### src/rtl/cva6_l2tlb_pkg.sv
// Shared types and geometry helpers for the L2 TLB sequencing controller.
package cva6_l2tlb_pkg;

    typedef enum logic [1:0] {
        ST_IDLE  = 2'd0,
        ST_RESP  = 2'd1,
        ST_FLUSH = 2'd2
    } state_e;

    typedef enum logic {
        REQ_ITLB = 1'b0,
        REQ_DTLB = 1'b1
    } req_id_e;

    function automatic int unsigned set_bits(
        int unsigned entries,
        int unsigned assoc
    );
        return $clog2(entries / assoc);
    endfunction

    function automatic int unsigned tag_bits(
        int unsigned vpn_w,
        int unsigned entries,
        int unsigned assoc
    );
        return vpn_w - set_bits(entries, assoc);
    endfunction

endpackage

### src/rtl/cva6_l2tlb_if.sv
// Array access bus between the L2 TLB controller and the tag/data SRAM.
interface cva6_l2tlb_if #(
    parameter int unsigned Assoc = 4,
    parameter int unsigned SetW  = 5,
    parameter int unsigned TagW  = 22
) ();
    logic             req;
    logic             we;
    logic [SetW-1:0]  set;
    logic [TagW-1:0]  tag;
    logic [Assoc-1:0] way_we;
    logic             valid;
    logic [Assoc-1:0] hit;

    modport master (
        output req, we, set, tag, way_we, valid,
        input  hit
    );

    modport slave (
        input  req, we, set, tag, way_we, valid,
        output hit
    );
endinterface

### src/rtl/cva6_l2tlb_rr_arb.sv
// Two-input round-robin arbiter; the pointer names the requester that
// wins the next tie and flips to the other side after every grant.
module cva6_l2tlb_rr_arb
    import cva6_l2tlb_pkg::*;
(
    input  logic       clk_i,
    input  logic       rst_i,
    input  logic       en_i,
    input  logic [1:0] req_i,
    output logic [1:0] gnt_o
);
    logic r_rr;

    always_comb begin
        gnt_o = 2'b00;
        if (en_i) begin
            if (&req_i)
                gnt_o = (r_rr == REQ_DTLB) ? 2'b10 : 2'b01;
            else
                gnt_o = req_i;
        end
    end

    always_ff @(posedge clk_i) begin
        if (rst_i)
            r_rr <= REQ_ITLB;
        else if (|gnt_o)
            r_rr <= gnt_o[0];
    end
endmodule

### src/rtl/cva6_l2tlb_ctrl.sv
// L2 TLB sequencer: lookup arbitration, PTW refill and invalidate sweeps.
// Define CVA6_L2TLB_PERF_EN to add saturating hit/miss counters.
module cva6_l2tlb_ctrl
    import cva6_l2tlb_pkg::*;
#(
    parameter int unsigned Entries  = 128,
    parameter int unsigned Assoc    = 4,
    parameter int unsigned VpnWidth = 27
) (
    input  logic                         clk_i,
    input  logic                         rst_i,
    input  logic [1:0]                   req_i,
    input  logic [1:0][VpnWidth-1:0]     vpn_i,
    output logic [1:0]                   gnt_o,
    output logic                         resp_valid_o,
    output logic                         resp_id_o,
    output logic                         resp_hit_o,
    output logic [$clog2(Assoc)-1:0]     resp_way_o,
    input  logic                         refill_valid_i,
    output logic                         refill_ready_o,
    input  logic [VpnWidth-1:0]          refill_vpn_i,
    input  logic                         flush_i,
    output logic                         flush_ack_o,
`ifdef CVA6_L2TLB_PERF_EN
    output logic [31:0]                  hit_cnt_o,
    output logic [31:0]                  miss_cnt_o,
`endif
    cva6_l2tlb_if.master                 arr
);
    localparam int unsigned Sets    = Entries / Assoc;
    localparam int unsigned SetBits = set_bits(Entries, Assoc);
    localparam int unsigned TagBits = tag_bits(VpnWidth, Entries, Assoc);
    localparam int unsigned WayBits = $clog2(Assoc);

    localparam logic [1:0] IDLE  = ST_IDLE;
    localparam logic [1:0] RESP  = ST_RESP;
    localparam logic [1:0] FLUSH = ST_FLUSH;

    logic [1:0]         r_state;
    logic               r_flush_pend;
    logic [WayBits-1:0] r_victim;
    logic [SetBits-1:0] r_set;
    logic               r_id;

    logic                w_idle, w_resp, w_flushing, w_last;
    logic                w_refill_rdy, w_refill, w_lookup_en, w_go_flush;
    logic [1:0]          w_gnt;
    logic [VpnWidth-1:0] w_vpn;
    logic [WayBits-1:0]  w_way;

    // Outputs stay quiet while reset is held.
    assign w_idle       = (r_state == IDLE) & ~rst_i;
    assign w_resp       = (r_state == RESP) & ~rst_i;
    assign w_flushing   = (r_state == FLUSH) & ~rst_i;
    assign w_last       = (r_set == SetBits'(Sets - 1));
    assign w_refill_rdy = w_idle & ~r_flush_pend;
    assign w_refill     = w_refill_rdy & refill_valid_i;
    assign w_lookup_en  = w_refill_rdy & ~refill_valid_i;
    assign w_go_flush   = w_idle & r_flush_pend;
    assign w_vpn        = w_gnt[1] ? vpn_i[1] : vpn_i[0];

    cva6_l2tlb_rr_arb u_arb (
        .clk_i (clk_i),
        .rst_i (rst_i),
        .en_i  (w_lookup_en),
        .req_i (req_i),
        .gnt_o (w_gnt)
    );

    always_comb begin
        arr.req    = 1'b0;
        arr.we     = 1'b0;
        arr.set    = '0;
        arr.tag    = '0;
        arr.way_we = '0;
        arr.valid  = 1'b0;
        if (w_refill) begin
            arr.req    = 1'b1;
            arr.we     = 1'b1;
            arr.set    = refill_vpn_i[SetBits-1:0];
            arr.tag    = refill_vpn_i[SetBits +: TagBits];
            arr.way_we = Assoc'(1) << r_victim;
            arr.valid  = 1'b1;
        end else if (|w_gnt) begin
            arr.req = 1'b1;
            arr.set = w_vpn[SetBits-1:0];
            arr.tag = w_vpn[SetBits +: TagBits];
        end else if (w_flushing) begin
            arr.req    = 1'b1;
            arr.we     = 1'b1;
            arr.set    = r_set;
            arr.way_we = '1;
        end
    end

    // Lowest hitting way wins.
    always_comb begin
        w_way = '0;
        for (int i = Assoc - 1; i >= 0; i--)
            if (arr.hit[i]) w_way = WayBits'(i);
    end

    assign gnt_o          = w_gnt;
    assign refill_ready_o = w_refill_rdy;
    assign resp_valid_o   = w_resp;
    assign resp_id_o      = w_resp & r_id;
    assign resp_hit_o     = w_resp & (|arr.hit) & ~flush_i;
    assign resp_way_o     = w_resp ? w_way : '0;
    assign flush_ack_o    = w_flushing & w_last;

    always_ff @(posedge clk_i) begin
        if (rst_i) begin
            r_state      <= IDLE;
            r_flush_pend <= 1'b0;
            r_victim     <= '0;
            r_set        <= '0;
            r_id         <= REQ_ITLB;
        end else begin
            unique case (1'b1)
                w_go_flush: begin
                    r_state <= FLUSH;
                    r_set   <= '0;
                end
                (|w_gnt): begin
                    r_state <= RESP;
                    r_id    <= w_gnt[1];
                end
                (r_state == RESP):
                    r_state <= IDLE;
                (r_state == FLUSH): begin
                    r_set <= r_set + SetBits'(1);
                    if (w_last) r_state <= IDLE;
                end
                default: ;
            endcase
            // Pending is consumed on sweep entry, so a flush seen mid-sweep
            // survives and triggers another full sweep.
            r_flush_pend <= flush_i | (r_flush_pend & ~w_go_flush);
            if (w_refill) r_victim <= r_victim + WayBits'(1);
        end
    end

`ifdef CVA6_L2TLB_PERF_EN
    logic [31:0] r_hit_cnt, r_miss_cnt;

    always_ff @(posedge clk_i) begin
        if (rst_i) begin
            r_hit_cnt  <= '0;
            r_miss_cnt <= '0;
        end else if (w_resp) begin
            if (resp_hit_o) begin
                if (~&r_hit_cnt) r_hit_cnt <= r_hit_cnt + 32'd1;
            end else begin
                if (~&r_miss_cnt) r_miss_cnt <= r_miss_cnt + 32'd1;
            end
        end
    end

    assign hit_cnt_o  = r_hit_cnt;
    assign miss_cnt_o = r_miss_cnt;
`endif
endmodule
### src/flat_wrapper.sv
// flat-port wrapper written by rule: the top's interface ports become plain ports
module cva6_l2tlb_ctrl_flat import cva6_l2tlb_pkg::*;
#(
    parameter int unsigned Entries  = 128,
    parameter int unsigned Assoc    = 4,
    parameter int unsigned VpnWidth = 27
)
  (clk_i, rst_i, req_i, vpn_i, gnt_o, resp_valid_o, resp_id_o, resp_hit_o, resp_way_o, refill_valid_i, refill_ready_o, refill_vpn_i, flush_i, flush_ack_o, arr_req, arr_we, arr_set, arr_tag, arr_way_we, arr_valid, arr_hit);
  cva6_l2tlb_if #(.Assoc(Assoc)) arr_i ();
  input  logic clk_i;
  input  logic rst_i;
  input  logic [1:0] req_i;
  input  logic [1:0][VpnWidth-1:0] vpn_i;
  output logic [1:0] gnt_o;
  output logic resp_valid_o;
  output logic resp_id_o;
  output logic resp_hit_o;
  output logic [$clog2(Assoc)-1:0] resp_way_o;
  input  logic refill_valid_i;
  output logic refill_ready_o;
  input  logic [VpnWidth-1:0] refill_vpn_i;
  input  logic flush_i;
  output logic flush_ack_o;
  output wire logic [$bits(arr_i.req)-1:0] arr_req;
  output wire logic [$bits(arr_i.we)-1:0] arr_we;
  output wire logic [$bits(arr_i.set)-1:0] arr_set;
  output wire logic [$bits(arr_i.tag)-1:0] arr_tag;
  output wire logic [$bits(arr_i.way_we)-1:0] arr_way_we;
  output wire logic [$bits(arr_i.valid)-1:0] arr_valid;
  input wire logic [$bits(arr_i.hit)-1:0] arr_hit;
  assign arr_req = arr_i.req;
  assign arr_we = arr_i.we;
  assign arr_set = arr_i.set;
  assign arr_tag = arr_i.tag;
  assign arr_way_we = arr_i.way_we;
  assign arr_valid = arr_i.valid;
  assign arr_i.hit = arr_hit;
  cva6_l2tlb_ctrl #(.Entries(Entries), .Assoc(Assoc), .VpnWidth(VpnWidth)) u_core (.clk_i(clk_i), .rst_i(rst_i), .req_i(req_i), .vpn_i(vpn_i), .gnt_o(gnt_o), .resp_valid_o(resp_valid_o), .resp_id_o(resp_id_o), .resp_hit_o(resp_hit_o), .resp_way_o(resp_way_o), .refill_valid_i(refill_valid_i), .refill_ready_o(refill_ready_o), .refill_vpn_i(refill_vpn_i), .flush_i(flush_i), .flush_ack_o(flush_ack_o), .arr(arr_i));
endmodule
### config.mk
export PLATFORM = sky130hd
export DESIGN_NAME = cva6_l2tlb_ctrl_flat
export DESIGN_NICKNAME = d
export VERILOG_FILES = /design/src/rtl/cva6_l2tlb_pkg.sv /design/src/rtl/cva6_l2tlb_if.sv /design/src/rtl/cva6_l2tlb_rr_arb.sv /design/src/rtl/cva6_l2tlb_ctrl.sv /design/src/flat_wrapper.sv
export SDC_FILE = /design/constraint.sdc
export NUM_CORES = 1
export LEC_CHECK = 0
export ABC_AREA = 1
export BUFFER_PORTS_ARGS = -buffer_cell sky130_fd_sc_hd__buf_2
export CORE_ASPECT_RATIO = 1.1
export CORE_MARGIN = 2
export CORE_UTILIZATION = 25
export DETAILED_ROUTE_END_ITERATION = 10
export SYNTH_ARGS = -nofsm -noshare
export SYNTH_HDL_FRONTEND = slang
export SYNTH_SLANG_ARGS = --single-unit
### constraint.sdc
create_clock -name clk_i -period 2.55 [get_ports clk_i]
set_clock_uncertainty 0.1 [all_clocks]
set_input_delay 0.1275 -clock clk_i [delete_from_list [all_inputs] [get_ports clk_i]]
set_output_delay 0.1275 -clock clk_i [all_outputs]
set_load 0.01 [all_outputs]
==> flow_summary.yaml, run 1 <==
run_status:
  status: "finished clean"
clock_tree:
  cts.repair.resized: 0
  clkLatencyLatePin_ns: 0.25
  clkTransAtPathRegs_ns: 0.05
  ctsHtreeMaxLevel: 1
  cts_hold_buf: 0
  cts_root_buffer: "clkbuf_8"
  cts_setup_buffers: 0
  clock_sinks: 12
  clock_path_buffers: 2
  cts_inserted_buffers: 3
  cts_tree: "yes"
placed_design:
  dp_hpwl_um: 4360
  gp_congestion: 0.782
  place_inst: 481
  io_buffers: 133
  place_ws_ns: 0.503
global_routing:
  gr-usage-all-layers: 0.150
  grt_pass1_wl_um: 8260
  antenna_found_initial: 0
  grt_max_degree: 34
  grt-ovfl-total: 0
  grt_pass1_vias: 1954
floorplanning:
  fp.dieH_um: 86.4
  core_um2: 6080
  rows: 30
  dieArea_um2: 6820
  ios: 134
  start_util: 0.254
  chipWidth_um: 78.9
synth:
  yosys_warnings: 0
  async_flop_share: 0
  synth_top_family_by_area: "simple AND/OR/NAND/NOR gates"
  synthXorXnorAreaFrac: 0
  yosysMostFrequentCell: "nand2_1"
  synth_flop_cell: "dfxtp_1"
  synth_adder_area_share: 0.0730
  synth-seq-cells: 12
  synth_edf_count: 0
  yosysTopAreaCell: "nand2_1"
  yosysSeqAreaShare: 0.156
  avgSynthCellArea_um2: 5.59
  synth_compound_gate_area_share: 0.229
  synthSimpleGateAreaFrac: 0.358
  synth_top_cell_area_share: 0.204
  synth_area_um2: 1540
  muxShareOfSynthArea: 0
  ys_types: 24
  synth.net_count: 376
  synthTopCellsByCount: "84 x nand2_1, 49 x inv_1, 44 x o21ai_0"
  netlist_instances: 276
  synthTopCellsByArea: "nand2_1 20%, dfxtp_1 16%, o21ai_0 14%"
power_and_ir_drop:
  power.density_nw_per_um2: 427
  power.switching_uw: 434
  p_comb_frac: 0.584
  seqPwrFrac: 0.237
  ir_drop_mv: 0.226
  pwr-share-clk: 0.179
  p_int_uw: 546
  netSwitchingFraction: 0.442
  power.total_uw: 980
  leakagePower_nw: 1.40
setup_path:
  cp.arrival_ns: 2.05
  worstReg2RegEnd: "u_core.r_state[1]$_SDFFE_PP0P_"
  r2r_slack_ns: 0.79
  setup.worst_path.start_class: "flip-flop"
  r2r-start: "u_core.r_state[0]$_SDFFE_PP0P_"
  required_ns: 2.32
  endpoint_kind: "output port"
  crit_slowest_cell: "dfxtp_1"
  critPathMaxFanout: 29
  slowest_delay_ns: 0.31
  cp_cell_sequence: "inv_1 -> ha_1 -> inv_1 -> nor2_8 -> nand3_4 -> a21oi_4 -> inv_2 -> o21ai_0 -> buf_2"
  r2r_cells: 10
  critPathMostFrequentCell: "inv_1"
  path_class: "reg -> out"
timing:
  setup_violations: 0
  slew_headroom: 0.699
  period_share: 0.895
  post-route-min-period_ns: 2.28
  slew_viol_final: 0
  max_freq_mhz: 438
  max_slew.worst_pin.slew_ns: 0.452
  fin_ws_ns: 0.268
  finalHoldViolations: 0
  final.setup.tns_ns: 0
  rsz0062_at_grt: "false"
finish:
  final_nets: 506
  drive_above_1_share: 0.369
  fin_cells: 484
  area_delta_synth_final_pct: 48.7
  n_fill_cell: 710
  num_antenna_cells: 0
  register_area_um2: 240
  multiInputGateArea_um2: 1020
detailed_routing:
  wl_per_cell_um: 10.9
  viasPerCell: 4.47
  drt-pass1-iter-count: 4
  via_count: 2164
  drc_errors: 0
  wl_um: 5260
  postRouteAntennaNets: 0
  drtIter0Drc: 47
min_path:
  worstHoldPathType: "in -> reg"
  hold_path_end: "u_core.r_flush_pend$_SDFF_PP0_"
  whs_path_depth: 3
  hold_start: "flush_i"
flow_run:
  maxCapViolations: 0
cells by family (layout without fill, tap and decap cells):
group                      count (synthesis)  after routing
AOI/OAI and AO/OA                         67             67
adders and majority gates                  9              9
buffers and inverters                     64            192
DFF                                       12             12
and+or+nand+nor                          124            124
cells in the final DEF, fill, tap and decap left out:
master	count
ha_1	9
clkbuf_8	3
buf_2	133
nor2_1	10
nor4_1	1
nor3_1	1
nor2_8	1
a21oi_4	1
nand2_1	84
nand3_4	1
nand4_1	5
o21ai_0	44
nor2_2	1
a21oi_1	12
nand3b_1	5
o21ai_2	1
o21ai_1	8
a211oi_1	1
inv_2	2
buf_4	5
nand2_2	1
dfxtp_1	12
inv_1	49
nand3_1	14
through the flow:
| step | utilization | hold WS, ns | instance area (um^2) |
|---|---|---|---|
| floorplan | - | 0.145 | 1540 |
| global placement | 0.371 | 0.271 | 2250 |
| detailed placement | 0.371 | 0.274 | 2250 |
| CTS | 0.377 | 0.0219 | 2290 |
| global route | 0.377 | 0.0794 | 2290 |
| finish | 0.377 | 0.0138 | 2290 |
worst max-delay path, delay by kind of cell, from the launching register on:
family                   cells  cell delay, ns
buffers and inverters        4            0.61
AO/OA/AOI/OAI                2            0.53
flip-flops                   1            0.31
AND/OR/NAND/NOR              2            0.21
adder cells (fa/ha/maj)      1            0.14
layout make-up:
class	count	share of cell area
Clock buffer	3	0.0180
Multi-Input combinational cell	200	0.444
Tap cell	80	0.0436
Sequential cell	12	0.105
Timing Repair Buffer	138	0.306
Inverter	51	0.0834
layer usage:
layer | routed length, um | share of wire | up-vias | GRT usage
met2 | 2590 | 0.49 | 91 | 0.287
li1 | - | - | 1131 | -
met5 | 0 | 0 | - | 0
met3 | 515 | 0.098 | 10 | 0.0354
met4 | 58 | 0.011 | 0 | 0.0455
met1 | 2090 | 0.40 | 932 | 0.163
flip-flops by register name, indices dropped and copies added, names as in the netlist:
signal	cells
u_core.r_set	5
u_core.r_id	1
u_core.r_victim	2
u_core.r_state	2
u_core.u_arb.r_rr	1
u_core.r_flush_pend	1
power by group through the flow:
stage	combinational, mW	sequential [mW]	clock, mW
after floorplan	0.361	0.232	0
after global placement	0.575	0.236	0
final	0.572	0.232	0.175
after global routing	0.652	0.236	0.185
after detailed placement	0.578	0.236	0
after CTS	0.580	0.232	0.179
worst max path at each step:
stage | start | endpoint | slack (ns) | cells past startpoint
after floorplan | u_core.r_state[0]$_SDFFE_PP0P_ | arr_tag[0] | 0.79 | 10
after global placement | u_core.r_state[1]$_SDFFE_PP0P_ | arr_tag[14] | 0.54 | 9
after detailed placement | u_core.r_state[1]$_SDFFE_PP0P_ | arr_tag[14] | 0.50 | 9
after CTS | u_core.r_state[1]$_SDFFE_PP0P_ | arr_tag[14] | 0.24 | 9
after global routing | u_core.r_state[0]$_SDFFE_PP0P_ | arr_way_we[3] | 0.09 | 10
final | u_core.r_state[1]$_SDFFE_PP0P_ | arr_tag[14] | 0.27 | 9
(Power assumes the default switching activity.)
==> run 2: changes to the inputs <==
--- a/config.mk
+++ b/config.mk
@@ -11,6 +11,8 @@
 export CORE_MARGIN = 2
 export CORE_UTILIZATION = 25
 export DETAILED_ROUTE_END_ITERATION = 10
+export GPL_TIMING_DRIVEN = 0
 export SYNTH_ARGS = -nofsm -noshare
 export SYNTH_HDL_FRONTEND = slang
+export SYNTH_HIERARCHICAL = 1
 export SYNTH_SLANG_ARGS = --single-unit
==> run 2 against run 1 <==
Against the previous run: sequential power is 2% higher; largest cell class unchanged; via count fell by 3.5%; cell count fell by 4.8%; largest power group unchanged; first-iteration DRC count decreased by 34%; count of clock-buffer cells in the layout stayed put; cell area increased by 9.2%.
==> flow_summary.yaml, run 2 <==
clock_tree:
  clkLatencyLatePin_ns: 0.24
  ctsHtreeMaxLevel: 1
  clock_path_buffers: 2
  cts_inserted_buffers: 3
  cts_tree: "yes"
  clock_sinks: 12
  clkTransAtPathRegs_ns: 0.05
  cts_root_buffer: "clkbuf_8"
floorplanning:
  dieArea_um2: 6840
  core_um2: 6080
  start_util: 0.255
  rows: 30
  ios: 134
  chipWidth_um: 79.0
  fp.dieH_um: 86.5
timing:
  post-route-min-period_ns: 2.36
  max_slew.worst_pin.slew_ns: 0.273
  setup_violations: 0
  fin_ws_ns: 0.185
  period_share: 0.927
  slew_viol_final: 0
  max_freq_mhz: 423
  finalHoldViolations: 0
  slew_headroom: 0.818
synth:
  netlist_instances: 235
  synth_area_um2: 1550
  synth_top_cell_area_share: 0.165
  synthTopCellsByArea: "nand2_1 16%, dfxtp_1 16%, a22oi_1 11%"
  synthXorXnorAreaFrac: 0
  yosysSeqAreaShare: 0.155
  synth_flop_cell: "dfxtp_1"
  yosysTopAreaCell: "nand2_1"
  muxShareOfSynthArea: 0
  synthSimpleGateAreaFrac: 0.322
  yosys_warnings: 6
  synth_compound_gate_area_share: 0.306
  synth_top_family_by_area: "simple AND/OR/NAND/NOR gates"
  ys_types: 28
  avgSynthCellArea_um2: 6.59
  synth_edf_count: 0
  synth_adder_area_share: 0.0728
  async_flop_share: 0
  synth-seq-cells: 12
  yosysMostFrequentCell: "nand2_1"
  synth.net_count: 335
  synthTopCellsByCount: "68 x nand2_1, 22 x a22oi_1, 19 x inv_1"
finish:
  drive_above_1_share: 0.553
  largest_reg_flops: 5
  top_register: "u_core/r_set"
  finalCoreUtilization: 0.412
  register_area_um2: 240
  fin_cells: 461
  final_cell_mix: "134 x buf_2, 67 x nand2_1, 22 x a22oi_1, 20 x o21ai_2, 14 x buf_6"
  final_area_um2: 2510
  area_delta_synth_final_pct: 61.9
  multiInputGateArea_um2: 1130
  biggestRegsByFlops: "u_core/r_set (5), u_core/r_state (2), u_core/r_victim (2)"
  final_nets: 482
  n_fill_cell: 668
  layout_commonest_cell: "buf_2"
placed_design:
  io_buffers: 133
  place_area_um2: 2310
  place_ws_ns: -0.0548
  place_inst: 448
  gp_congestion: 0.798
  dp_hpwl_um: 4760
global_routing:
  grt_pass1_vias: 1887
  grt_pass1_wl_um: 8440
  use_met3: 0.0458
  gr-usage-all-layers: 0.155
  antenna_found_initial: 1
  use_met2: 0.310
  top_usage_layer: "met2"
  grt-ovfl-total: 0
  grt_max_degree: 11
  grt_use_met1: 0.151
detailed_routing:
  wl_um: 5760
  wl_per_cell_um: 12.5
  via_count: 2089
  viasPerCell: 4.53
  drc_errors: 0
  drtIter0Drc: 31
  postRouteAntennaNets: 0
  drt-pass1-iter-count: 4
power_and_ir_drop:
  pwr-share-clk: 0.165
  power.density_nw_per_um2: 415
  ir_drop_mv: 0.143
  seqPwrFrac: 0.227
  leakagePower_nw: 1.34
  power.total_mw: 1.04
  p_comb_frac: 0.608
  p_int_uw: 593
  netSwitchingFraction: 0.429
  power.switching_uw: 446
flow_run:
  maxCapViolations: 0
min_path:
  worstHoldPathType: "in -> reg"
setup_path:
  setup.worst_path.start_class: "flip-flop"
  critPathMaxFanout: 7
  path_class: "reg -> out"
  required_ns: 2.32
  endpoint_kind: "output port"
  cp.arrival_ns: 2.14
run_status:
  status: "finished clean"
==> run 2: changes by cell type after synthesis, sizes merged, moves of 4 or more <==
cell    previous run  this run
nand2             85        79
nand3b             5         0
inv               51        22
nand3             15         7
a22oi              0        22
buf               10        14
o21ai             53        31
==> run 2: cells by family (layout without fill, tap and decap cells) <==
| family | count (synthesis) | in the layout |
|---|---|---|
| other | 0 | 1 |
| flip-flops | 12 | 12 |
| AND/OR/NAND/NOR | 109 | 109 |
| AO/OA/AOI/OAI | 68 | 68 |
| adder cells (fa/ha/maj) | 9 | 9 |
| buffers and inverters | 37 | 182 |
==> run 2: layout make-up <==
cell class / count / area share
Clock buffer: 3 / 0.0165
Multi-Input combinational cell: 186 / 0.451
Timing Repair Buffer: 142 / 0.300
Buffer: 14 / 0.0589
Sequential cell: 12 / 0.0959
Inverter: 23 / 0.0374
Antenna cell: 1 / 0.000999
Tap cell: 80 / 0.0399
==> run 2: power groups by stage <==
stage | Clock (mW) | Sequential [mW] | Combinational [mW]
3_3_place_gp | 0 | 0.238 | 0.585
3_5_place_dp | 0 | 0.238 | 0.593
2_1_floorplan | 0 | 0.233 | 0.375
4_1_cts | 0.175 | 0.234 | 0.604
6_report | 0.171 | 0.236 | 0.633
5_1_grt | 0.184 | 0.240 | 0.707
==> run 2: final timing paths <==
check	startpoint	end	slack, ns	cells after the start
min reg2reg	u_core/r_set[3]$_SDFFE_PP0P_	u_core/r_set[3]$_SDFFE_PP0P_	0.36	2
max	u_core/r_state[1]$_SDFFE_PP0P_	arr_tag[0]	0.19	16
min	flush_i	u_core/r_flush_pend$_SDFF_PP0_	0.01	3
max reg2reg	u_core/r_state[0]$_SDFFE_PP0P_	u_core/r_state[1]$_SDFFE_PP0P_	0.62	16
==> run 2: worst max-delay path, cell delays in order (launching register included) <==
cell and delay [ns]:
dfxtp_1 0.32, inv_2 0.09, ha_4 0.14, inv_2 0.04, nor2_4 0.07, nand2_2 0.07, nor2_4 0.10, nand2_1 0.06
clkinv_1 0.05, nand2_2 0.07, inv_4 0.08, inv_2 0.05, nor2_4 0.23, buf_6 0.15, a22oi_1 0.09, o21ai_1 0.14
buf_2 0.14
==> run 2: timing repair <==
item / in CTS / in global routing
pin swaps: 1 / 4
resized for setup: 9 / 20
endpoints found under the setup margin: 27 / 27
gates cloned: 0 / 2
hold endpoints to repair: 1 / 0
setup buffers: 2 / 4
hold buffers: 1 / 0
==> run 2: through the flow <==
| step | hold WS (ns) | TNS, ns |
|---|---|---|
| global route | 0.0279 | -0.0747 |
| detailed placement | 0.226 | -0.363 |
| floorplan | 0.0899 | 0 |
| finish | 0.0131 | 0 |
| global placement | 0.226 | -0.00330 |
| CTS | 0.0148 | 0 |
==> run 2: routing by layer <==
metal  routed length, um  vias up
met5                   0        -
met4                  74        0
met3                 582        8
met2                3030       87
met1                2070      915
li1                    -     1079
